**config.mk**
```make
export PLATFORM = sky130hd
export DESIGN_NAME = div_nr_sm
export DESIGN_NICKNAME = d
export VERILOG_FILES = /design/src/rtl/div_nr_sm.sv
export SDC_FILE = /design/constraint.sdc
export NUM_CORES = 1
export LEC_CHECK = 0
export ABC_AREA = 1
export CAP_MARGIN = 20
export CORE_UTILIZATION = 51
export CTS_BUF_LIST = sky130_fd_sc_hd__clkbuf_4
export DETAILED_ROUTE_END_ITERATION = 16
export GPL_ROUTABILITY_DRIVEN = 1
export GPL_TIMING_DRIVEN = 0
export MAX_ROUTING_LAYER = met4
export PLACE_DENSITY = 0.73
export SLEW_MARGIN = 10
export SYNTH_ARGS = -nofsm -noshare
export SYNTH_HDL_FRONTEND = slang
export SYNTH_SLANG_ARGS = --single-unit
```
**constraint.sdc**
```tcl
create_clock -name clk -period 3.1 [get_ports clk]
set_input_delay 0.62 -clock clk [delete_from_list [all_inputs] [get_ports clk]]
set_output_delay 0.62 -clock clk [all_outputs]
set_load 0.05 [all_outputs]
```
**src/rtl/div_nr_sm.sv**
```systemverilog
// Multi-cycle non-restoring integer divider with signed/unsigned mode,
// divide-by-zero and signed-overflow short paths, and a start/done handshake.
module div_nr_sm #(
    parameter int n = 8
) (
    input  logic         clk,
    input  logic         reset,
    input  logic         start,
    input  logic         signed_mode,
    input  logic [n-1:0] dividend,
    input  logic [n-1:0] divisor,
    output logic [n-1:0] quotient,
    output logic [n-1:0] remainder,
    output logic         done,
    output logic         busy,
    output logic         dbz
);

    localparam int CW = $clog2(n);
    localparam logic [CW-1:0] CNT_ONE  = CW'(1);
    localparam logic [CW-1:0] CNT_LAST = CW'(n - 1);
    localparam logic [n-1:0]  ZERO_N   = {n{1'b0}};
    localparam logic [n-1:0]  ONES_N   = {n{1'b1}};
    localparam logic [n-1:0]  ONE_N    = {{(n-1){1'b0}}, 1'b1};
    localparam logic [n-1:0]  MIN_N    = {1'b1, {(n-1){1'b0}}};

    typedef enum logic [1:0] {
        IDLE = 2'd0,
        RUN  = 2'd1,
        FIX  = 2'd2,
        FIN  = 2'd3
    } state_t;

    function automatic logic [n-1:0] neg_f(input logic [n-1:0] v);
        return ~v + ONE_N;
    endfunction

    state_t        state_q, state_d;
    logic [CW-1:0] cnt_q, cnt_d;
    logic [n-1:0]  dvd_q, dvd_d;     // dividend bits shift out, quotient bits shift in
    logic [n-1:0]  dvs_q, dvs_d;
    logic [n:0]    prem_q, prem_d;   // signed partial remainder
    logic          qneg_q, qneg_d;
    logic          rneg_q, rneg_d;
    logic          dbzp_q, dbzp_d;
    logic [n-1:0]  quotient_q, quotient_d;
    logic [n-1:0]  remainder_q, remainder_d;
    logic          done_q, done_d;
    logic          busy_q, busy_d;
    logic          dbz_q, dbz_d;

    logic [n-1:0]  dvd_abs;
    logic [n-1:0]  dvs_abs;
    logic [n:0]    prem_sh;
    logic [n:0]    prem_new;
    logic [n:0]    prem_fix;

    // Next-state, datapath and output computation for every state
    always_comb begin
        state_d     = state_q;
        cnt_d       = cnt_q;
        dvd_d       = dvd_q;
        dvs_d       = dvs_q;
        prem_d      = prem_q;
        qneg_d      = qneg_q;
        rneg_d      = rneg_q;
        dbzp_d      = dbzp_q;
        quotient_d  = quotient_q;
        remainder_d = remainder_q;
        done_d      = 1'b0;
        busy_d      = busy_q;
        dbz_d       = dbz_q;

        dvd_abs  = (signed_mode && dividend[n-1]) ? neg_f(dividend) : dividend;
        dvs_abs  = (signed_mode && divisor[n-1])  ? neg_f(divisor)  : divisor;
        prem_sh  = {prem_q[n-1:0], dvd_q[n-1]};
        prem_new = prem_q[n] ? (prem_sh + {1'b0, dvs_q}) : (prem_sh - {1'b0, dvs_q});
        prem_fix = prem_q[n] ? (prem_q + {1'b0, dvs_q}) : prem_q;

        case (state_q)
            IDLE: begin
                if (start) begin
                    busy_d = 1'b1;
                    dbz_d  = 1'b0;
                    cnt_d  = {CW{1'b0}};
                    qneg_d = signed_mode & (dividend[n-1] ^ divisor[n-1]);
                    rneg_d = signed_mode & dividend[n-1];
                    if (divisor == ZERO_N) begin
                        state_d = FIN;
                        dvd_d   = ONES_N;
                        dvs_d   = divisor;
                        prem_d  = {1'b0, dividend};
                        dbzp_d  = 1'b1;
                    end else if (signed_mode && (dividend == MIN_N) && (divisor == ONES_N)) begin
                        state_d = FIN;
                        dvd_d   = MIN_N;
                        dvs_d   = divisor;
                        prem_d  = {(n+1){1'b0}};
                        dbzp_d  = 1'b0;
                    end else begin
                        state_d = RUN;
                        dvd_d   = dvd_abs;
                        dvs_d   = dvs_abs;
                        prem_d  = {(n+1){1'b0}};
                        dbzp_d  = 1'b0;
                    end
                end else begin
                    state_d = IDLE;
                end
            end
            RUN: begin
                prem_d = prem_new;
                dvd_d  = {dvd_q[n-2:0], ~prem_new[n]};
                cnt_d  = cnt_q + CNT_ONE;
                if (cnt_q == CNT_LAST) begin
                    state_d = FIX;
                end else begin
                    state_d = RUN;
                end
            end
            FIX: begin
                dvd_d   = qneg_q ? neg_f(dvd_q) : dvd_q;
                prem_d  = {1'b0, (rneg_q ? neg_f(prem_fix[n-1:0]) : prem_fix[n-1:0])};
                busy_d  = 1'b0;
                state_d = FIN;
            end
            FIN: begin
                quotient_d  = dvd_q;
                remainder_d = prem_q[n-1:0];
                dbz_d       = dbzp_q;
                done_d      = 1'b1;
                busy_d      = 1'b0;
                state_d     = IDLE;
            end
            default: begin
                busy_d  = 1'b0;
                state_d = IDLE;
            end
        endcase
    end

    // State and output registers with asynchronous reset
    always_ff @(posedge clk or posedge reset) begin
        if (reset) begin
            state_q     <= IDLE;
            cnt_q       <= {CW{1'b0}};
            dvd_q       <= {n{1'b0}};
            dvs_q       <= {n{1'b0}};
            prem_q      <= {(n+1){1'b0}};
            qneg_q      <= 1'b0;
            rneg_q      <= 1'b0;
            dbzp_q      <= 1'b0;
            quotient_q  <= {n{1'b0}};
            remainder_q <= {n{1'b0}};
            done_q      <= 1'b0;
            busy_q      <= 1'b0;
            dbz_q       <= 1'b0;
        end else begin
            state_q     <= state_d;
            cnt_q       <= cnt_d;
            dvd_q       <= dvd_d;
            dvs_q       <= dvs_d;
            prem_q      <= prem_d;
            qneg_q      <= qneg_d;
            rneg_q      <= rneg_d;
            dbzp_q      <= dbzp_d;
            quotient_q  <= quotient_d;
            remainder_q <= remainder_d;
            done_q      <= done_d;
            busy_q      <= busy_d;
            dbz_q       <= dbz_d;
        end
    end

    assign quotient  = quotient_q;
    assign remainder = remainder_q;
    assign done      = done_q;
    assign busy      = busy_q;
    assign dbz       = dbz_q;

endmodule

```
; Word level (Yosys, flattened, before mapping)
; Index checks and enable logic that the tools add are counted.
[word_totals]
inputBits = 20
register_bits = 52
elab_cells = 82
out_inout_bits = 19
[classes]
n_addsub = 8
mux = 28
bitwise_logic = 8
eq_ne = 8
n_reduce_logical = 17
[ops]
columns = op, count
row1 = 2-to-1 mux 8 bit, 11
row2 = adder 8 x 1 -> 8 bit (second input constant), 4
row3 = inverter 8 bit, 4
row4 = case mux 9 bit (3 select lines), 1
row5 = case mux 8 bit (3 select lines), 1
row6 = 2-to-1 mux 9 bit, 2
row7 = equality test 8 bit (second input constant), 2
row8 = AND reduction 2 bit, 5
row9 = adder 9 x 8 -> 9 bit, 1
row10 = subtractor 9 x 8 -> 9 bit, 1
row11 = adder 8 bit, 1
row12 = logical NOT 8 bit, 1
row13 = 2-to-1 mux 2 bit, 4
row14 = case mux 2 bit (4 select lines), 1
row15 = case mux 3 bit (2 select lines), 1
row16 = nonzero test 2 bit, 3
row17 = equality test 2 bit (second input constant), 2
row18 = logical AND 1 bit, 4
row19 = 2-to-1 mux 1 bit, 4
row20 = inequality test 2 bit (second input constant), 2
row21 = case mux 1 bit (2 select lines), 2
row22 = adder 3 x 1 -> 3 bit (second input constant), 1
row23 = equality test 3 bit (second input constant), 1
row24 = 2-to-1 mux 3 bit, 1
row25 = 8 further kinds, 9

; Depth between registers and ports, before layout
; Gate-level depths: netlist (run 1).
[logic_depth]
depth_word = 7
depth_mapped = 20
depth_no_buf = 20

; Least setup slack after synthesis (run 1)
; OpenSTA, ideal clock, no wires.
[synth_timing]
path_kind = register to register
from = reg dvs_q[1]
to = reg prem_q[6]
required_time_ns = 2.980
setup_time_ns = 0.120
arrival_ns = 2.190
setup_slack_ns = 0.790
stages_incl_launch_ff = 19
period_less_slack_ns = 2.310
n_path_buf = 0
path_cell_list = dfrtp_1 > inv_1 > ha_1 > inv_1 > o21ai_0 > inv_1 > fa_1 > nor2_1 > o21ai_0 > nand2_1 > nand2_1 > nand2_1 > a21oi_1 > nor2_1 > nor2_1 > nand2_1 > nand2_1 > nand2_1 > a21oi_2
[synth_via]
elab_chain_len = 6
word_cells_on_any_way = 9
classes_between = 4 x add/sub / 4 x mux / 1 x bitwise
[synth_rtl]
columns = item, line_no
row1 = "start, declared", 41  ; logic [n-1:0] dvs_q, dvs_d;
row2 = "start signal, assigned", 148  ; dvs_q <= {n{1'b0}};
row3 = "start signal, assigned", 162  ; dvs_q <= dvs_d;
row4 = adder 8 bit, 78  ; prem_fix = prem_q[n] ? (prem_q + {1'b0, dvs_q}) : prem_q;
row5 = 2-to-1 mux 8 bit, 78
row6 = inverter 8 bit, 35  ; return ~v + ONE_N;
row7 = adder 8 x 1 -> 8 bit, 35
row8 = 2-to-1 mux 8 bit, 123  ; prem_d = {1'b0, (rneg_q ? neg_f(prem_fix[n-1:0]) : prem_fix[n-1:0])};
row9 = case mux 9 bit (3 select lines) *, 80  ; case (state_q)
row10 = "end signal, assigned", 149  ; prem_q <= {(n+1){1'b0}};
row11 = "end signal, assigned", 163  ; prem_q <= prem_d;
row12 = "end, declared", 42  ; logic [n:0] prem_q, prem_d;
; Mark *: on every way between the ends. The rest lies on a longest branch, timed or not.
; A chain may end at the register's enable or synchronous reset.

; Worst setup path after layout (run 1)
[layout_timing]
from = reg dvs_q[1]
to = reg prem_q[7]
; The elaborated chain is that of the path after synthesis.

==> flow_summary.ini, run 1 <==
[yosys]
netlist.top_cell.by_area = dfrtp_1
synth_flop_cell = dfrtp_1
ys_seq_elements = 52
synth_commonest_cells = nand2_1, inv_1, o21ai_0
synthCells = 556
yosysSeqAreaShare_pct = 33.2
synth_cell_types = 38
synth.area.top_cells = dfrtp_1, nand2_1, inv_1
synth_fp_nets = 605
synth_most_common_cell = nand2_1
ys_warn_count = 0
async_flop_share_pct = 100
syn-cell-area_sq_um = 3920
synth_top_area_share_pct = 33.2
synth_edf_count = 0
syn_avg_cell_area_sq_um = 7.05

[die]
die_w_microns = 89.7
die_h_microns = 89.7
io-pin-count = 39
die_area_sq_um = 8040
num_rows = 31
initial_core_util_pct = 53.5
core-area_sq_um = 7330

[layout]
finalNetCount = 651
area_delta_synth_final_pct = 15.4
post-route-util_pct = 61.7
diodes = 0
drive_gt1_share_pct = 4.81
fillers = 717

[sta]
rsz0062_at_grt = false
hold_ws_ps = 488
period_minus_slack_ps = 2830
finalMaxSlewViolations = 0
tightest_slew_ps = 501
fin_setup_tns_ps = 0
final_hold_viol_count = 0
setup_viol = 0
max_freq_mhz = 353
relSlewSlack_pct = 66.5
min_period_over_period_pct = 91.3
finalClockSkew_ps = 20.4

[run_status]
status = completed

[global_routing]
grt_antenna_before_repair = 0
grt_max_degree = 34
grt_pass1_vias = 3523
grt_pass1_wl_microns = 16700
grt_overflow = 0
grtUsageTotal_pct = 28.0

[worst_setup_path]
crit_type = reg -> reg
cp.arrival_ps = 3130
path_max_fanout = 6
r2r_slack_ps = 270
r2r_start = dvs_q[1]$_DFFE_PP0P_
worstReg2RegEnd = prem_q[7]$_DFFE_PP0P_
rr_worst_depth = 17
cp-end-kind = flop
worstPathRequired_ps = 3400
setup.worst_path.start_class = flop

[cts]
htreeDepth = 2
ctsHoldBuffers = 0
cts_buffers = 5
clkTransAtPathRegs_ps = 150
clk_latency_ps = 370
tritoncts = built
cts_setup_buffers = 0
cts_resized = 0
max-clock-path-buffers = 2
cts.sinks = 52
cts_root_buffer = clkbuf_4

[route]
viasPerCell = 5.50
wl_microns = 10000
dr.pass1.iters = 5
post_drt_wl_per_cell_microns = 14.3
vias = 3860
dr.first_iter.drc_count = 247
drc_errors = 0
ant_nets = 0

[power_and_ir_drop]
leakagePower_nw = 2.29
power_density_nw_per_um2 = 1150
worst_ir_drop_vdd_uv = 397

[place]
dp_hpwl_microns = 8220
gp_congestion = 0.912
io_buffers = 38

[hold_path]
worstHoldEndpoint = cnt_q[0]$_DFFE_PP0P_
hold_start = cnt_q[0]$_DFFE_PP0P_
hold_depth = 1
hold_path_class = reg -> reg

[run]
drv_cap = 0
## registers in the layout, indices dropped and copies added, names as in the netlist, 2 cells and up
register   cells
state_q        2
remainder      8
dvs_q          8
cnt_q          3
prem_q         9
dvd_q          8
quotient       8
## critical path: stages (launching register included)
cell	delay, ps
dfrtp_1	460
inv_1	200
ha_1	190
inv_1	50
nor2_1	240
inv_1	100
o21ai_0	200
xnor2_1	140
ha_1	310
nand2_1	90
a21oi_1	60
a211oi_1	160
nand2_1	100
a21oi_1	110
o21ai_0	110
nand3_1	80
inv_1	40
a21oi_1	130
## stage by stage
stage | cell area (sq um) | total power, mW | instances | setup slack, ps
after floorplan | 3920 | 3.84 | 556 | 790
final | 4520 | 5.19 | 702 | 268
after CTS | 4520 | 5.16 | 702 | 314
after global routing | 4520 | 5.71 | 702 | 18.4
after global placement | 4420 | 4.68 | 693 | 315
after detailed placement | 4440 | 4.77 | 694 | 334
## cells in the final DEF (no fill, tap or decap), drive strengths merged, types with 8 or more instances in the layout
cell type / netlist / routed
clkbuf: 8 / 13
dfrtp: 52 / 52
nor2: 42 / 42
nand4: 8 / 8
nor3: 8 / 8
nand3: 37 / 37
o21ai: 63 / 63
ha: 27 / 27
clkdlybuf4s50: 0 / 38
inv: 94 / 94
a21oi: 38 / 38
xor2: 14 / 14
nand2: 123 / 123
## worst max path at each step
stage,start,end,slack (ps),cells past startpoint
3_5_place_dp,dvs_q[1]$_DFFE_PP0P_,dvd_q[0]$_DFFE_PP0P_,330,14
2_1_floorplan,dvs_q[1]$_DFFE_PP0P_,prem_q[6]$_DFFE_PP0P_,790,18
4_1_cts,dvs_q[1]$_DFFE_PP0P_,dvd_q[0]$_DFFE_PP0P_,310,14
3_3_place_gp,reset,dvs_q[2]$_DFFE_PP0P_,320,2
6_report,dvs_q[1]$_DFFE_PP0P_,prem_q[7]$_DFFE_PP0P_,270,17
5_1_grt,dvs_q[1]$_DFFE_PP0P_,prem_q[7]$_DFFE_PP0P_,20,17
## kinds of logic (layout without fill, tap and decap cells)
logic type | after synthesis | count (layout) | share of synthesized area, %
and+or+nand+nor | 224 | 224 | 24.6
AOI/OAI and AO/OA | 127 | 127 | 18.2
DFF | 52 | 52 | 33.2
adders and majority gates | 29 | 29 | 9.64
buffers and inverters | 107 | 154 | 10.5
xor gates and xnor gates | 17 | 17 | 3.80
## routing by layer
layer,track usage [%],vias to the layer above,routed length [microns]
met5,-,-,0
met4,7.94,0,187
met3,3.47,14,550
met2,44.3,130,4630
met1,37.8,1791,4660
li1,-,1925,-
## area by class of cell
class / count / area [sq um] / share of cell area [%]
Clock inverter: 3 / 42.5 / 0.940
Tap cell: 99 / 124 / 2.74
Multi-Input combinational cell: 397 / 2210 / 48.8
Buffer: 12 / 56.3 / 1.24
Clock buffer: 5 / 37.5 / 0.830
Sequential cell: 52 / 1300 / 28.8
Inverter: 95 / 357 / 7.88
Timing Repair Buffer: 39 / 400 / 8.85
## power by group
part           switching (mW)  leakage, nW  internal, mW  total [mW]
sequential              0.274        0.656         0.981        1.25
combinational            2.31         1.60          1.24        3.55
clock                   0.216       0.0412         0.169       0.385
total                    2.80         2.29          2.39        5.19
Power figures use the tool's default switching activity.
==> run 2: changes to the inputs <==
--- a/config.mk
+++ b/config.mk
@@ -7,13 +7,14 @@
 export LEC_CHECK = 0
 export ABC_AREA = 1
 export CAP_MARGIN = 20
-export CORE_UTILIZATION = 51
+export CORE_MARGIN = 5
+export CORE_UTILIZATION = 35
 export CTS_BUF_LIST = sky130_fd_sc_hd__clkbuf_4
 export DETAILED_ROUTE_END_ITERATION = 16
 export GPL_ROUTABILITY_DRIVEN = 1
 export GPL_TIMING_DRIVEN = 0
 export MAX_ROUTING_LAYER = met4
-export PLACE_DENSITY = 0.73
+export RECOVER_POWER = 50
 export SLEW_MARGIN = 10
 export SYNTH_ARGS = -nofsm -noshare
 export SYNTH_HDL_FRONTEND = slang
==> run 2 against run 1 <==
  * Routed wire length up 7.8%
  * Utilization fell by 20 points
  * Die area grew 67%
  * Largest power group unchanged
  * Power shrank 0.78%
  * Global-route usage fell by 11 points
  * Clock-buffer cell count is the same
  * Via count is 2.4% lower
  * Combinational power hardly changed
  * Fmax up 2.0%
  * Setup slack gained 56 ps
  * Clock power fell by 14%
  * Critical endpoint is now prem_q[6]$_DFFE_PP0P_
==> flow_summary.ini, run 2 (same netlist as run 1, synthesis figures left out) <==
[worst_setup_path]
crit_type = reg -> reg
r2r_start = dvs_q[0]$_DFFE_PP0P_
crit_slowest_cell = dfrtp_1
cp-end-kind = flop
setup.worst_path.start_class = flop
cpPeakStageDelay_ps = 540
worst_path_most_repeated_cell = nand2_1
r2r_slack_ps = 320
worstReg2RegEnd = prem_q[6]$_DFFE_PP0P_
worstPathRequired_ps = 3440
rr_worst_depth = 17
worstPathCellList = ha_1, inv_1, fa_1, o21ai_0, inv_1, ha_1, inv_1, nor2_2, nand3_2, nor2_1, nand2_1, nand2_1, nand2_1, nand3_1, nand2_1, nand2_1, a21oi_2
cp.arrival_ps = 3110
path_max_fanout = 5

[place]
post-place-ws_ps = 320
io_buffers = 38
gp_congestion = 0.936
placedCellCount = 735
place_area_sq_um = 4500
dp_hpwl_microns = 8790

[layout]
drive_gt1_share_pct = 4.64
postLayoutCellArea_sq_um = 4550
stdcell_count = 743
layout_commonest_cell = nand2_1
layout_common_cells = nand2_1, inv_1, o21ai_0
top_register = prem_q
fillers = 1147
area_delta_synth_final_pct = 16.1
post-route-util_pct = 41.8
finalNetCount = 651
largest_reg_flops = 9
diodes = 0

[run]
drv_cap = 0

[cts]
cts_root_buffer = clkbuf_4
htreeDepth = 2
clkTransAtPathRegs_ps = 170
clk_latency_ps = 390
cts_buffers = 5
cts.sinks = 52
max-clock-path-buffers = 2
tritoncts = built

[global_routing]
grt_overflow = 0
grt_pass1_vias = 3680
grt_pass1_wl_microns = 18200
grt_max_degree = 33
grtUsageTotal_pct = 17.5
grt_antenna_before_repair = 0

[power_and_ir_drop]
seq_power_share_pct = 24.7
p_total_mw = 5.14
p_sw_share_pct = 55.2
p_int_mw = 2.30
p_sw_mw = 2.84
worst_ir_drop_vdd_uv = 425
leakagePower_nw = 2.28
combPwrFrac_pct = 68.9
power_density_nw_per_um2 = 1130
p_clk_share_pct = 6.5

[route]
post_drt_wl_per_cell_microns = 14.6
wl_microns = 10800
vias = 3767
ant_nets = 0
dr.pass1.iters = 5
dr.first_iter.drc_count = 243
viasPerCell = 5.07
drc_errors = 0

[sta]
hold_ws_ps = 493
min_period_over_period_pct = 89.6
max_freq_mhz = 360
tightest_slew_ps = 1170
timing.final.ws_setup_ps = 324
final_hold_viol_count = 0
finalClockSkew_ps = 12.2
finalMaxSlewViolations = 0
period_minus_slack_ps = 2780
setup_viol = 0
fin_setup_tns_ps = 0
relSlewSlack_pct = 21.6
rsz0062_at_grt = false

[hold_path]
hold_start = remainder[6]$_DFFE_PP0P_
worstHoldEndpoint = remainder[6]$_DFFE_PP0P_
hold_depth = 2
hold_path_class = reg -> reg

[die]
initial_core_util_pct = 36.0
die_w_microns = 116
die_h_microns = 116
io-pin-count = 39
num_rows = 38
die_area_sq_um = 13400
core-area_sq_um = 10900

[run_status]
status = completed
[run 2: cell types whose count changed in the layout (fill, tap and decap cells not counted), sizes merged]
| cell | before | now |
|---|---|---|
| clkdlybuf4s50 | 38 | 37 |
| clkinvlp | 1 | 2 |
| dlymetal6s2s | 0 | 1 |
| dlygate4sd3 | 0 | 1 |
| bufinv | 1 | 0 |
| buf | 5 | 4 |
[run 2: metal layers]
| metal | vias up | global-route usage, % | part of all wire [%] |
|---|---|---|---|
| li1 | 1921 | - | - |
| met1 | 1732 | 25.1 | 50 |
| met2 | 96 | 26.2 | 43 |
| met3 | 18 | 2.51 | 4.9 |
| met4 | 0 | 4.10 | 2.1 |
| met5 | - | - | 0 |
[run 2: layout make-up]
| type | instances | area, sq um | share of cell area (%) |
|---|---|---|---|
| clock inverters | 3 | 23.8 | 0.523 |
| well taps | 140 | 175 | 3.85 |
| repair buffers | 39 | 393 | 8.64 |
| inverters | 95 | 357 | 7.84 |
| plain buffers | 12 | 56.3 | 1.24 |
| multi-input cells | 397 | 2210 | 48.5 |
| flip-flops and latches | 52 | 1300 | 28.6 |
| clock buffers | 5 | 37.5 | 0.825 |
[run 2: worst max path at each step]
stage                                     from                     to  cells past startpoint
after floorplan           dvs_q[1]$_DFFE_PP0P_  prem_q[6]$_DFFE_PP0P_                     18
after global placement                   reset   dvs_q[3]$_DFFE_PP0P_                      2
after detailed placement  dvs_q[1]$_DFFE_PP0P_  prem_q[7]$_DFFE_PP0P_                     17
after CTS                 dvs_q[1]$_DFFE_PP0P_  prem_q[7]$_DFFE_PP0P_                     17
after global routing      dvs_q[0]$_DFFE_PP0P_  prem_q[6]$_DFFE_PP0P_                     18
final                     dvs_q[0]$_DFFE_PP0P_  prem_q[6]$_DFFE_PP0P_                     17
[run 2: timing repair]
action	CTS	global route
buffers inserted	0	0
resized for setup	0	1
hold buffers	0	0
endpoints found under the setup margin	0	2
[run 2: critical path: cells and delay by family (launching register included)]
kind	cells	cell delay (ps)
adders and majority gates	3	920
and+or+nand+nor	9	570
DFF	1	540
AOI/OAI and AO/OA	2	430
buffers and inverters	3	280
[run 2: power by group through the flow]
stage               clock network [mW]  logic, mW  registers (mW)
finish                           0.332       3.54            1.27
global route                     0.373       4.04            1.31
CTS                              0.343       3.53            1.27
detailed placement                   0       3.52            1.28
global placement                     0       3.46            1.27
floorplan                            0       2.31            1.53
==> run 3: changes to the inputs <==
--- a/config.mk
+++ b/config.mk
@@ -15,7 +15,7 @@
 export GPL_TIMING_DRIVEN = 0
 export MAX_ROUTING_LAYER = met4
 export RECOVER_POWER = 50
-export SLEW_MARGIN = 10
+export SLEW_MARGIN = 20
 export SYNTH_ARGS = -nofsm -noshare
 export SYNTH_HDL_FRONTEND = slang
 export SYNTH_SLANG_ARGS = --single-unit
==> constraint.sdc (replaced) <==
create_clock -name clk -period 3.3 [get_ports clk]
set_input_delay 0.66 -clock clk [delete_from_list [all_inputs] [get_ports clk]]
set_output_delay 0.66 -clock clk [all_outputs]
set_load 0.05 [all_outputs]
==> run 3 against run 2 <==
  * Routed wire length hardly changed
  * Sequential share of layout area fell by 0.094 points
  * Setup slack better by 140 ps
  * Critical path type unchanged
  * Highest routed layer unchanged
==> flow_summary.ini, run 3 (same netlist as run 1, synthesis figures left out) <==
[global_routing]
grt_antenna_before_repair = 0
grt_overflow = 0
grt_pass1_wl_microns = 18200
grt_max_degree = 33
grt_pass1_vias = 3680
grtUsageTotal_pct = 17.5

[cts]
clk_latency_ps = 390
cts_resized = 0
max-clock-path-buffers = 2
cts_setup_buffers = 0
cts.sinks = 52
tritoncts = built
cts_root_buffer = clkbuf_4
ctsHoldBuffers = 0
htreeDepth = 2
cts_buffers = 5
clkTransAtPathRegs_ps = 170

[sta]
setup_viol = 0
fin_setup_tns_ps = 0
final_hold_viol_count = 0
period_minus_slack_ps = 2840
relSlewSlack_pct = 14.5
hold_ws_ps = 493
max_freq_mhz = 353
rsz0062_at_grt = false
tightest_slew_ps = 1280
finalMaxSlewViolations = 0
finalClockSkew_ps = 11.0
min_period_over_period_pct = 85.9

[layout]
finalNetCount = 651
diodes = 0
largest_reg_flops = 9
post-route-util_pct = 41.9
seqCellArea_sq_um = 1300
drive_gt1_share_pct = 4.64
stdcell_count = 743
top_register = prem_q
layout_common_cells = nand2_1, inv_1, o21ai_0
area_delta_synth_final_pct = 16.4
fillers = 1145
multi_input_area_sq_um = 2210
layout_commonest_cell = nand2_1

[hold_path]
hold_path_class = reg -> reg

[route]
ant_nets = 0
dr.pass1.iters = 4
viasPerCell = 5.11
drc_errors = 0
wl_microns = 10800
vias = 3796
dr.first_iter.drc_count = 244
post_drt_wl_per_cell_microns = 14.6

[place]
io_buffers = 38
gp_congestion = 0.936
placedCellCount = 735
dp_hpwl_microns = 8790

[worst_setup_path]
worstPathCellList = inv_1, ha_1, inv_1, nor2_1, inv_1, o21ai_0, xnor2_1, ha_1, nand2_1, a21oi_1, a211oi_1, nand2_1, a21oi_1, o21ai_0, nand3_1, inv_1, a21oi_1
path_max_fanout = 6
crit_slowest_cell = dfrtp_1
worst_path_most_repeated_cell = inv_1
cp.arrival_ps = 3160
worstPathRequired_ps = 3630
cp-end-kind = flop
critPathTopFamily = compound AO/OA/AOI/OAI gates
setup.worst_path.start_class = flop
cpPeakStageDelay_ps = 470
crit_type = reg -> reg
crit_buf_inv = 4

[die]
die_h_microns = 116
die_area_sq_um = 13400
initial_core_util_pct = 36.0
num_rows = 38
die_w_microns = 116
io-pin-count = 39
core-area_sq_um = 10900

[run_status]
status = completed

[run]
drv_cap = 0

[power_and_ir_drop]
worst_ir_drop_vdd_uv = 399
leakagePower_nw = 2.28
p_total_mw = 4.83
power_density_nw_per_um2 = 1060
run 3: cell types whose count changed in the layout (fill, tap and decap cells not counted), sizes merged:
| cell | previous run | this run |
|---|---|---|
| buf | 4 | 5 |
| clkdlybuf4s50 | 37 | 36 |
| dlygate4sd3 | 1 | 2 |
| dlymetal6s2s | 1 | 0 |
run 3: per-layer routing:
layer | track usage (%) | wire (microns) | vias up
met1 | 25.1 | 5270 | 1739
met5 | - | 0 | -
met2 | 26.2 | 4710 | 118
met4 | 4.10 | 218 | 0
met3 | 2.51 | 620 | 18
li1 | - | - | 1921
run 3: final timing paths:
path / end / cells past startpoint / from / slack, ps
max: prem_q[7]$_DFFE_PP0P_ / 17 / dvs_q[1]$_DFFE_PP0P_ / 460
min: remainder[6]$_DFFE_PP0P_ / 2 / remainder[6]$_DFFE_PP0P_ / 490
max reg2reg: prem_q[7]$_DFFE_PP0P_ / 17 / dvs_q[1]$_DFFE_PP0P_ / 460
min reg2reg: remainder[6]$_DFFE_PP0P_ / 2 / remainder[6]$_DFFE_PP0P_ / 490
max in group asynchronous: dbzp_q$_DFFE_PP0P_ / 2 / reset / 1510
min in group asynchronous: quotient[4]$_DFFE_PP0P_ / 2 / reset / 1040
run 3: cell type report:
class	count	area share, %
multi-input combinational	397	48.3
tap	140	3.84
clock buffer	5	0.822
timing repair buffer	39	8.94
clock inverter	3	0.521
inverter	95	7.81
buffer	12	1.23
sequential	52	28.5
run 3: report_power, final:
part,leakage (nW),internal [mW],total (mW),switching (mW)
Clock,0.0274,0.0844,0.313,0.229
Combinational,1.60,1.16,3.33,2.17
Sequential,0.656,0.921,1.19,0.268
run 3: worst min-delay path: cells and delay by family (launching register included):
kind	cells	cell delay, ps
simple gates	2	110
flops	1	370
run 3: per-stage QoR:
step	setup WS (ps)	cell area [sq um]
after floorplan	990	3920
after global placement	383	4480
after detailed placement	520	4500
after CTS	479	4560
after global routing	172	4560
final	464	4560
